$ cat src/rtl/tr_arbiter.sv
// Transaction arbiter: grants one of NUM request channels, holds the grant through ack/done.
// Policy: fixed priority (channel 0 highest) by default; define TR_ARB_RR_EN for round-robin.
module tr_arbiter #(
  parameter int NUM  = 16,
  parameter int SELW = 4
) (
  input  logic            i_clk,
  input  logic            i_rstn,
  input  logic [NUM-1:0]  i_req,
  input  logic            i_ack,
  input  logic            i_done,
  output logic            o_valid,
  output logic [SELW-1:0] o_sel,
  output logic [NUM-1:0]  o_gnt,
  output logic            o_busy,
  output logic [1:0]      o_state_dbg
);

  typedef enum logic [1:0] {
    ST_IDLE  = 2'b00,
    ST_GRANT = 2'b01,
    ST_HOLD  = 2'b10
  } state_e;

  // Channel 0 lives on the MSB of i_req/o_gnt.
  localparam logic [NUM-1:0] CH0_BIT = {1'b1, {(NUM-1){1'b0}}};

  state_e          state_q, state_d;
  logic [SELW-1:0] sel_q, sel_d;
  logic [NUM-1:0]  gnt_q, gnt_d;
  logic [NUM-1:0]  ch;
  logic            found;
  logic [SELW-1:0] win;

  // ch[k] is the request of channel k.
  assign ch    = {<<{i_req}};
  assign found = |ch;

`ifdef TR_ARB_RR_EN
  logic [SELW-1:0] ptr_q, ptr_d;
  logic [NUM-1:0]  rot;
  logic [SELW-1:0] off;
  logic            complete;

  function automatic logic [SELW-1:0] wrap_add(input logic [SELW-1:0] a,
                                               input logic [SELW-1:0] b);
    logic [SELW:0] s;
    s = {1'b0, a} + {1'b0, b};
    if (s >= (SELW+1)'(NUM)) s = s - (SELW+1)'(NUM);
    return s[SELW-1:0];
  endfunction

  // Rotate so the pointer channel sits at bit 0, then take the lowest set bit.
  always_comb begin
    rot = NUM'({ch, ch} >> ptr_q);
    off = '0;
    for (int i = NUM - 1; i >= 0; i--) begin
      if (rot[i]) off = SELW'(i);
    end
    win = wrap_add(ptr_q, off);
  end

  assign complete = ((state_q == ST_GRANT) && i_ack && i_done) ||
                    ((state_q == ST_HOLD) && i_done);
  assign ptr_d    = complete ? wrap_add(sel_q, SELW'(1)) : ptr_q;

  always_ff @(posedge i_clk or negedge i_rstn) begin
    if (!i_rstn) ptr_q <= '0;
    else         ptr_q <= ptr_d;
  end
`else
  always_comb begin
    win = '0;
    for (int i = NUM - 1; i >= 0; i--) begin
      if (ch[i]) win = SELW'(i);
    end
  end
`endif

  always_comb begin
    state_d = state_q;
    sel_d   = sel_q;
    gnt_d   = gnt_q;
    case (state_q)
      ST_IDLE: begin
        if (found) begin
          state_d = ST_GRANT;
          sel_d   = win;
          gnt_d   = CH0_BIT >> win;
        end else begin
          sel_d = '0;
          gnt_d = '0;
        end
      end
      ST_GRANT: begin
        if (i_ack && i_done) begin
          state_d = ST_IDLE;
          sel_d   = '0;
          gnt_d   = '0;
        end else if (i_ack) begin
          state_d = ST_HOLD;
        end
      end
      ST_HOLD: begin
        if (i_done) begin
          state_d = ST_IDLE;
          sel_d   = '0;
          gnt_d   = '0;
        end
      end
      default: begin
        state_d = ST_IDLE;
        sel_d   = '0;
        gnt_d   = '0;
      end
    endcase
  end

  always_ff @(posedge i_clk or negedge i_rstn) begin
    if (!i_rstn) begin
      state_q <= ST_IDLE;
      sel_q   <= '0;
      gnt_q   <= '0;
    end else begin
      state_q <= state_d;
      sel_q   <= sel_d;
      gnt_q   <= gnt_d;
    end
  end

  assign o_valid     = (state_q == ST_GRANT);
  assign o_busy      = (state_q == ST_GRANT) || (state_q == ST_HOLD);
  assign o_sel       = sel_q;
  assign o_gnt       = gnt_q;
  assign o_state_dbg = state_q;

endmodule

$ cat config.mk
export PLATFORM = sky130hd
export DESIGN_NAME = tr_arbiter
export DESIGN_NICKNAME = d
export VERILOG_FILES = /design/src/rtl/tr_arbiter.sv
export SDC_FILE = /design/constraint.sdc
export NUM_CORES = 1
export LEC_CHECK = 0
export CAP_MARGIN = 25
export CORE_MARGIN = 5
export CORE_UTILIZATION = 40
export CTS_BUF_LIST = sky130_fd_sc_hd__clkbuf_16
export DETAILED_ROUTE_END_ITERATION = 12
export GPL_TIMING_DRIVEN = 0
export PLACE_DENSITY = 0.87
export SLEW_MARGIN = 5
export SYNTH_ARGS = -nofsm -noshare
export SYNTH_HDL_FRONTEND = slang
export SYNTH_SLANG_ARGS = --single-unit
$ cat constraint.sdc
create_clock -name i_clk -period 1.4 [get_ports i_clk]
set_input_delay 0.28 -clock i_clk [delete_from_list [all_inputs] [get_ports i_clk]]
set_output_delay 0.28 -clock i_clk [all_outputs]
set_load 0.005 [all_outputs]
==> run summary, run 1 <==
Max-slew violation count - 0
Crit Path Max Fanout - 6
# IOs - 44
Synth Flop Type - dfrtp_1
Setup_tns - -2.02 ns
Fmax - 644 MHz
Core Box Area - 0.00305 mm2
Hold-fix buffers, CTS - 0
Logic pwr share - 54.2%
Post-Syn Instances - 130
Register area share after synthesis - 43.4%
Final RePlAce weighted congestion - 0.851
GR peak layer - met2
Top post-synthesis cells by count - dfrtp_1, nand2_1, nor2_1
# diodes - 0
Post-route clock period utilization - 111%
Finish-stage setup viols - 21
Sequential Power Share - 26.1%
Root Buffer Master - clkbuf_16
Layout cells sized above 1 - 47.2%
Int Pwr - 0.00190 W
Run status - complete, but fails checks
Synth warnings - 0
Clk_skew - 0.00218 ns
Worst skew pair latency - 0.25 ns
Post-Synthesis Net Count - 153
Vias - 1346
Synth top area cells - dfrtp_1, nand2_1, a32o_1
Leakage Power - 1.19 nW
Post-DR vias/cell - 5.68
First-pass GRT wire length - 6.56 mm
Detail Placement HPWL - 2.64 mm
CTS sink count - 22
Vias in the first global route - 1410
Crit start category - input port
# nets final - 218
Met2 GRT Util - 38.0%
Slew @ Worst Pin - 0.444 ns
M1 GR Usage - 21.2%
CTS Buf Count - 3
Async SR Flop Fraction - 100%
NetSw - 0.00106 W
Switching share of power - 35.8%
Share of the synthesized area in the top cell type - 43.4%
Register area - 551 um2
Number of flops mapped to enable cells by yosys - 0
DRC - 0
Power Density - 1300 mW/mm2
Hold Violations, Final - 0
RSZ-0062 raised after global routing - yes
Post-synth top area cell - dfrtp_1
Non-filler instance count after layout - 237
Area growth, synth to finish - 79.7%
Initial Utilization - 41.6%
Row cnt - 20
Clock power frac - 19.7%
CTS max path bufs - 2
CTS tree - yes
Most instantiated library cell after synthesis - dfrtp_1
Max_slew headroom - 70.3%
Met3 Track Usage GR - 1.36%
Max IR drop VDD - 0.591 mV
Flops & latches, synth - 22
Overflow left after global routing - 0
Port bufs - 43
Wire per inst - 19.1 um
H-tree depth - 1
CP endpoint kind - flop
CP required - 1.53 ns
Post-Place Cell Area - 0.00179 mm2
Crit Path Category - in -> reg
Multi-input logic area - 940 um2
Die ar. - 0.00440 mm2
Post-Syn Area - 0.00127 mm2
Drt total wl - 4.52 mm
Drt first pass iters - 4
Register clock-pin slew on the reported worst setup and hold paths - 0.06 ns
Routed Antenna Nets - 0
Die width - 66.3 um
Gr usage total - 19.5%
Post-Place Cells - 217
Initial antenna violation count - 0
Mapped Avg Cell Area - 9.76 um2
Setup ws final - -0.152 ns
Worst min path class - in -> async
Fin crit period - 1.55 ns
Post-synth cell types - 39
Failing checks - negative setup slack
Die Height - 66.3 um
Largest net degree at the start of global routing - 23
Arrival time at the worst endpoint - 1.68 ns
Post-route cell area - 0.00228 mm2
Detailed router's first-iteration violation count - 57
# fillers - 205
Max_cap viols - 0
[cells in the final DEF, fill, tap and decap left out, types with 2 or more instances in the layout]
master,n
nand2_4,3
nand2_2,7
a22o_1,3
o21ai_1,4
a21oi_4,3
nand3_1,2
and4_4,3
buf_8,3
clkdlybuf4s15_2,5
clkbuf_2,5
ha_4,3
dfrtp_1,22
a32o_1,5
nor2_1,10
nand2_1,11
buf_6,4
nor4_4,4
o21ai_2,6
buf_4,14
inv_1,3
nor2b_1,2
inv_2,5
clkbuf_16,4
nand2b_4,2
nor2_2,4
or4_4,2
clkdlybuf4s50_1,8
dlymetal6s2s_1,12
dlygate4sd2_1,10
[final cells by class]
type | instances | area share [%]
inverter | 8 | 1.32
multi-input combinational | 97 | 41.2
sequential | 22 | 24.1
clock buffer | 3 | 3.29
buffer | 3 | 1.98
timing repair buffer | 60 | 25.6
tap | 44 | 2.41
[kinds of logic (layout without fill, tap and decap cells)]
family / Yosys count / count (layout) / share of synthesized area, %
adders and majority gates: 3 / 3 / 2.96
AOI/OAI and AO/OA: 36 / 36 / 24.8
and+or+nand+nor: 57 / 57 / 24.9
buffers and inverters: 11 / 74 / 3.25
muxes: 1 / 1 / 0.789
DFF: 22 / 22 / 43.4
[final timing paths]
path	start	end	slack, ns	cells past startpoint
setup / recovery	i_req[8]	o_gnt[13]	-0.15	5
hold / removal	i_rstn	o_gnt[3]	0.34	1
setup reg to reg	o_state_dbg[1]	o_gnt[11]	-0.14	7
hold reg to reg	o_gnt[11]	o_gnt[11]	0.48	2
max in group asynchronous	i_rstn	o_gnt[8]	0.59	2
min in group i_clk	i_req[15]	o_gnt[14]	0.45	2
[metrics by stage]
stage	setup slack, ns	power [W]	util, %	hold WS, ns
finish	-0.152	0.00296	74.7	0.343
global route	-0.250	0.00311	74.7	0.367
CTS	-0.126	0.00271	69.6	0.473
detailed placement	-0.707	0.00177	58.5	0.463
global placement	-0.610	0.00173	58.5	0.451
floorplan	-0.00915	0.00130	-	-0.0156
[worst max-delay path: stages]
cell             delay, ns
clkdlybuf4s15_2       0.25
or3_4                 0.40
o211ai_4              0.26
nand2b_4              0.11
o41ai_2               0.39
[per-layer routing]
layer	vias up	wire (um)
met5	-	0
met4	0	105
met3	11	254
met2	64	2530
met1	665	1630
li1	606	-
[sequential cells by signal, summed over array words and instances, names as in the netlist]
signal / cells
o_gnt: 16
o_sel: 4
o_state_dbg: 2
[power by group through the flow]
| stage | clock, W | sequential [W] | combinational (W) |
|---|---|---|---|
| global placement | 0 | 0.000780 | 0.000953 |
| detailed placement | 0 | 0.000781 | 0.000991 |
| floorplan | 0 | 0.000785 | 0.000519 |
| finish | 0.000583 | 0.000773 | 0.00161 |
| global route | 0.000617 | 0.000784 | 0.00171 |
| CTS | 0.000581 | 0.000770 | 0.00136 |
[repair_timing]
item                       4_1_cts  5_1_grt
gates cloned                     2        0
resized for setup               79       45
setup endpoints to repair       28       39
pin swaps                       22       12
setup buffers                    7        7
Power figures use the tool's default switching activity.
==> run 2: changes to the inputs <==
--- a/config.mk
+++ b/config.mk
@@ -6,8 +6,11 @@
 export NUM_CORES = 1
 export LEC_CHECK = 0
 export CAP_MARGIN = 25
+export CELL_PAD_IN_SITES_DETAIL_PLACEMENT = 1
+export CELL_PAD_IN_SITES_GLOBAL_PLACEMENT = 1
+export CORE_ASPECT_RATIO = 1.2
 export CORE_MARGIN = 5
-export CORE_UTILIZATION = 40
+export CORE_UTILIZATION = 30
 export CTS_BUF_LIST = sky130_fd_sc_hd__clkbuf_16
 export DETAILED_ROUTE_END_ITERATION = 12
 export GPL_TIMING_DRIVEN = 0
==> run 2 against run 1 <==
Effect of this change: the flow still finishes with violations (negative setup slack); critical path depth down 1; sequential power up 0.6%; non-clock buffer count up 8; sequential share of layout area down 0.56 points; wire length up 0.82%; core utilization down 19 points; first-iteration DRC count down 40%; cell area up 2.4%; critical endpoint is now o_gnt[10]; largest cell class unchanged; largest power group unchanged.
==> run summary, run 2 (same netlist as run 1, synthesis figures left out) <==
CTS max path bufs - 2
Drt first pass iters - 4
Max-slew violation count - 0
Slew @ Worst Pin - 0.480 ns
Crit start category - input port
Worst skew pair latency - 0.25 ns
Clk_skew - 0.00184 ns
Port bufs - 43
CTS tree - yes
Crit Path Category - in -> reg
Hold-fix buffers, CTS - 0
# nets final - 226
# diodes - 0
Final RePlAce weighted congestion - 0.833
Hold Violations, Final - 0
Vias in the first global route - 1315
Setup_tns - -1.71 ns
CP endpoint kind - flop
Core Box Area - 0.00416 mm2
CTS Buf Count - 3
Root Buffer Master - clkbuf_16
Routed Antenna Nets - 0
Arrival time at the worst endpoint - 1.68 ns
H-tree depth - 1
Leakage Power - 1.16 nW
DRC - 0
Largest net degree at the start of global routing - 23
Gr usage total - 14.5%
Die Height - 81.2 um
Initial antenna violation count - 0
Register clock-pin slew on the reported worst setup and hold paths - 0.06 ns
Max_slew headroom - 67.9%
Layout cells sized above 1 - 45.3%
Pre-CTS setup slack - -0.700 ns
Most frequent cells in the layout - dfrtp_1, buf_4, dlygate4sd2_1, nand2_1, clkdlybuf4s50_1
Finish-stage setup viols - 21
CP required - 1.54 ns
Run status - complete, but fails checks
Fin crit period - 1.53 ns
First-pass GRT wire length - 6.40 mm
Post-Place Cell Area - 0.00180 mm2
Detail Placement HPWL - 2.75 mm
Failing checks - negative setup slack
RSZ-0062 raised after global routing - yes
Post-DR vias/cell - 5.12
# fillers - 461
Post-route clock period utilization - 110%
CTS sink count - 22
Die ar. - 0.00564 mm2
Max_cap viols - 0
Commonest non-fill, non-tap cell in the layout - dfrtp_1
Power Density - 1320 mW/mm2
Detailed router's first-iteration violation count - 34
Max reg flops - 16
Fmax - 652 MHz
Worst min path class - in -> async
Vias - 1315
# IOs - 44
Overflow left after global routing - 0
Post-route cell area - 0.00233 mm2
Setup ws final - -0.134 ns
Area growth, synth to finish - 83.9%
Crit Path Max Fanout - 5
Wire per inst - 17.7 um
Drt total wl - 4.56 mm
Die width - 69.4 um
Row cnt - 26
Max IR drop VDD - 0.543 mV
Initial Utilization - 30.5%
## run 2: changes by cell type in the layout (fill, tap and decap cells not counted), moves of 2 or more
cell / delta
buf_4: +5
clkdlybuf4s50_1: +2
dlymetal6s2s_1: -5
clkdlybuf4s15_2: -4
nor2_4: +2
clkdlybuf4s15_1: +2
buf_8: +2
nand2_2: -2
dlygate4sd2_1: +6
nand2_1: +2
o21ai_1: +2
o21ai_2: -3
inv_2: -2
## run 2: area by class of cell
type,count,area (um2),share of cell area (%)
buffer,3,37.5,1.61
clock buffer,3,75.1,3.22
inverter,8,32.5,1.39
multi-input combinational,97,941,40.3
sequential,22,551,23.6
tap,56,70.1,3.00
timing repair buffer,68,627,26.9
## run 2: where the power goes
part / internal, W / total [W] / leakage [nW] / switching [W]
logic: 0.000844 / 0.00170 / 0.820 / 0.000853
registers: 0.000718 / 0.000778 / 0.302 / 0.0000598
clock network: 0.000377 / 0.000599 / 0.0370 / 0.000221
total: 0.00194 / 0.00307 / 1.16 / 0.00113
## run 2: metal layers
metal / global-route usage [%] / up-vias / wire length, um
met3: 1.36 / 6 / 156
met5: 0 / - / 0
met1: 14.8 / 657 / 1720
li1: - / 618 / -
met2: 29.1 / 34 / 2590
met4: 7.42 / 0 / 87
## run 2: metrics by stage
step	power (W)	utilization (%)	std cells	hold slack, ns
2_1_floorplan	0.00130	-	130	-0.0156
3_3_place_gp	0.00176	43.3	229	0.451
3_5_place_dp	0.00179	43.3	229	0.461
6_report	0.00307	56.0	257	0.354
5_1_grt	0.00323	56.0	257	0.393
4_1_cts	0.00273	51.6	248	0.471
## run 2: path summary, 6_finish.rpt
kind | endpoint | depth (start not counted) | from | slack (ns)
max | o_gnt[10] | 4 | i_req[11] | -0.13
min | o_gnt[10] | 1 | i_rstn | 0.35
max reg2reg | o_sel[0] | 7 | o_state_dbg[0] | -0.12
min reg2reg | o_gnt[11] | 2 | o_gnt[11] | 0.48
max in group asynchronous | o_gnt[3] | 2 | i_rstn | 0.59
min in group i_clk | o_gnt[11] | 2 | o_gnt[11] | 0.48
## run 2: what timing repair did
action | 4_1_cts | 5_1_grt
endpoints found under the setup margin | 34 | 35
gates resized for setup | 73 | 45
pin swaps | 20 | 17
gates cloned | 2 | 0
setup buffers | 14 | 8
## run 2: worst max-delay path, cell delays in order
cell           delay [ns]
dlygate4sd2_1        0.33
or4_4                0.57
and4_4               0.23
a32o_2               0.26
==> run 3: changes to the inputs <==
--- a/config.mk
+++ b/config.mk
@@ -10,11 +10,11 @@
 export CELL_PAD_IN_SITES_GLOBAL_PLACEMENT = 1
 export CORE_ASPECT_RATIO = 1.2
 export CORE_MARGIN = 5
-export CORE_UTILIZATION = 30
+export CORE_UTILIZATION = 36
 export CTS_BUF_LIST = sky130_fd_sc_hd__clkbuf_16
 export DETAILED_ROUTE_END_ITERATION = 12
 export GPL_TIMING_DRIVEN = 0
-export PLACE_DENSITY = 0.87
+export PLACE_DENSITY = 0.95
 export SLEW_MARGIN = 5
 export SYNTH_ARGS = -nofsm -noshare
 export SYNTH_HDL_FRONTEND = slang
==> constraint.sdc (replaced) <==
create_clock -name i_clk -period 1.8 [get_ports i_clk]
set_input_delay 0.36 -clock i_clk [delete_from_list [all_inputs] [get_ports i_clk]]
set_output_delay 0.36 -clock i_clk [all_outputs]
set_load 0.05 [all_outputs]
==> run 3 against run 2 <==
Effect of this change: the run now ends clean; clock skew up 0.0025 ns; clock power down 22%; wire length down 13%; cell count down 16%; via count down 7.9%; register-to-register slack better by 0.24 ns; core utilization up 2.7 points; non-clock buffer count down 22; first-iteration DRC count down 15%; worst setup slack better by 0.15 ns; die area down 15%; sequential cell count unchanged; critical path type is now reg -> out; largest cell class unchanged.
==> run summary, run 3 (same netlist as run 1, synthesis figures left out) <==
Run status - completed
Power Density - 1090 mW/mm2
Hold Violations, Final - 0
Initial antenna violation count - 0
Row cnt - 23
Detailed router's first-iteration violation count - 29
Pre-CTS setup slack - -0.374 ns
Drt first pass iters - 6
RSZ-0062 raised after global routing - yes
Fmax - 559 MHz
# fillers - 373
CP Buf/Inv Count - 1
Largest stage delay, worst path - 0.81 ns
Final RePlAce weighted congestion - 0.842
CTS sink count - 22
Total power - 0.00215 W
# diodes - 0
Crit-path leading delay family - buffers and inverters
CTS Buf Count - 3
DRC - 0
Core Box Area - 0.00337 mm2
Routed Antenna Nets - 0
Max_slew headroom - 64.6%
Worst min path class - in -> async
Most frequent cells in the layout - nand2_1, dlymetal6s2s_1, dfrtp_1, clkdlybuf4s50_1, nor2_1
Layout cells sized above 1 - 21.1%
Max IR drop VDD - 0.737 mV
Clk_skew - 0.00432 ns
Post-route clock period utilization - 99.4%
# IOs - 44
Slew @ Worst Pin - 0.529 ns
CP required - 1.44 ns
Gr usage total - 16.0%
Register area - 553 um2
Wire per inst - 18.4 um
Max reg flops - 16
Setup ws final - 0.0107 ns
Fin crit period - 1.79 ns
Area growth, synth to finish - 55.8%
Die width - 64.2 um
Post-DR vias/cell - 5.58
Worst skew pair latency - 0.25 ns
Register clock-pin slew on the reported worst setup and hold paths - 0.06 ns
Leakage Power - 1.09 nW
Worst setup startpoint - o_gnt[8]
Max-slew violation count - 0
Detail Placement HPWL - 2.98 mm
First-pass GRT wire length - 6.11 mm
CTS tree - yes
Overflow left after global routing - 0
Crit path cell chain - clkdlybuf4s50_1
Port bufs - 43
FF-to-FF Start - o_state_dbg[0]
Crit Path Max Fanout - 2
Vias in the first global route - 1342
Drt total wl - 3.98 mm
Finish-stage setup viols - 0
Arrival time at the worst endpoint - 1.43 ns
Hold-fix buffers, CTS - 0
CP max-delay cell - clkdlybuf4s50_1
Multi-input logic area - 752 um2
CP endpoint kind - output port
Max_cap viols - 0
Initial Utilization - 37.7%
Largest net degree at the start of global routing - 23
Crit Path Category - reg -> out
H-tree depth - 1
Die Height - 75.0 um
Crit start category - flop
Die ar. - 0.00482 mm2
Vias - 1211
# nets final - 204
Fin util - 58.7%
CTS max path bufs - 2
Root Buffer Master - clkbuf_16
run 3: final cells by class:
cell class / count / share of cell area (%)
timing repair buffer: 46 / 25.4
clock buffer: 3 / 3.80
tap: 37 / 2.34
sequential: 22 / 28.0
clock inverter: 1 / 0.190
inverter: 8 / 1.52
buffer: 3 / 0.759
multi-input combinational: 97 / 38.0
run 3: power by group:
| group | internal (W) | switching, W | leakage [nW] | total [W] |
|---|---|---|---|---|
| combinational | 0.000329 | 0.000759 | 0.746 | 0.00109 |
| sequential | 0.000562 | 0.0000376 | 0.299 | 0.000599 |
| clock | 0.000296 | 0.000170 | 0.0423 | 0.000466 |
| total | 0.00119 | 0.000967 | 1.09 | 0.00215 |
run 3: what timing repair did:
item | 4_1_cts | 5_1_grt
gates cloned | 0 | 0
setup endpoints to repair | 24 | 24
buffers inserted | 2 | 0
pin swaps | 2 | 6
resized for setup | 17 | 35
run 3: per-stage QoR:
step | hold slack (ns) | instance area (um2) | setup TNS, ns | std cells
floorplan | 0.0644 | 1270 | 0 | 130
global placement | 0.453 | 1750 | -4.28 | 210
detailed placement | 0.465 | 1750 | -5.89 | 210
CTS | 0.478 | 1860 | -0.0300 | 216
global route | 0.485 | 1980 | -0.140 | 217
finish | 0.454 | 1980 | 0 | 217
run 3: layer usage:
layer	vias to the layer above	part of all wire [%]	global-route usage, %
met3	4	3.6	1.49
li1	573	-	-
met1	599	37	17.9
met4	0	1.4	5.88
met2	35	58	31.4
met5	-	0	0
run 3: path summary, 6_finish.rpt:
kind / end / slack [ns] / cells after the start
max: o_gnt[8] / 0.01 / 1
min: o_gnt[2] / 0.45 / 1
max reg2reg: o_gnt[14] / 0.12 / 7
min reg2reg: o_sel[2] / 0.47 / 2
max in group asynchronous: o_gnt[15] / 0.87 / 2
min in group i_clk: o_sel[2] / 0.47 / 2
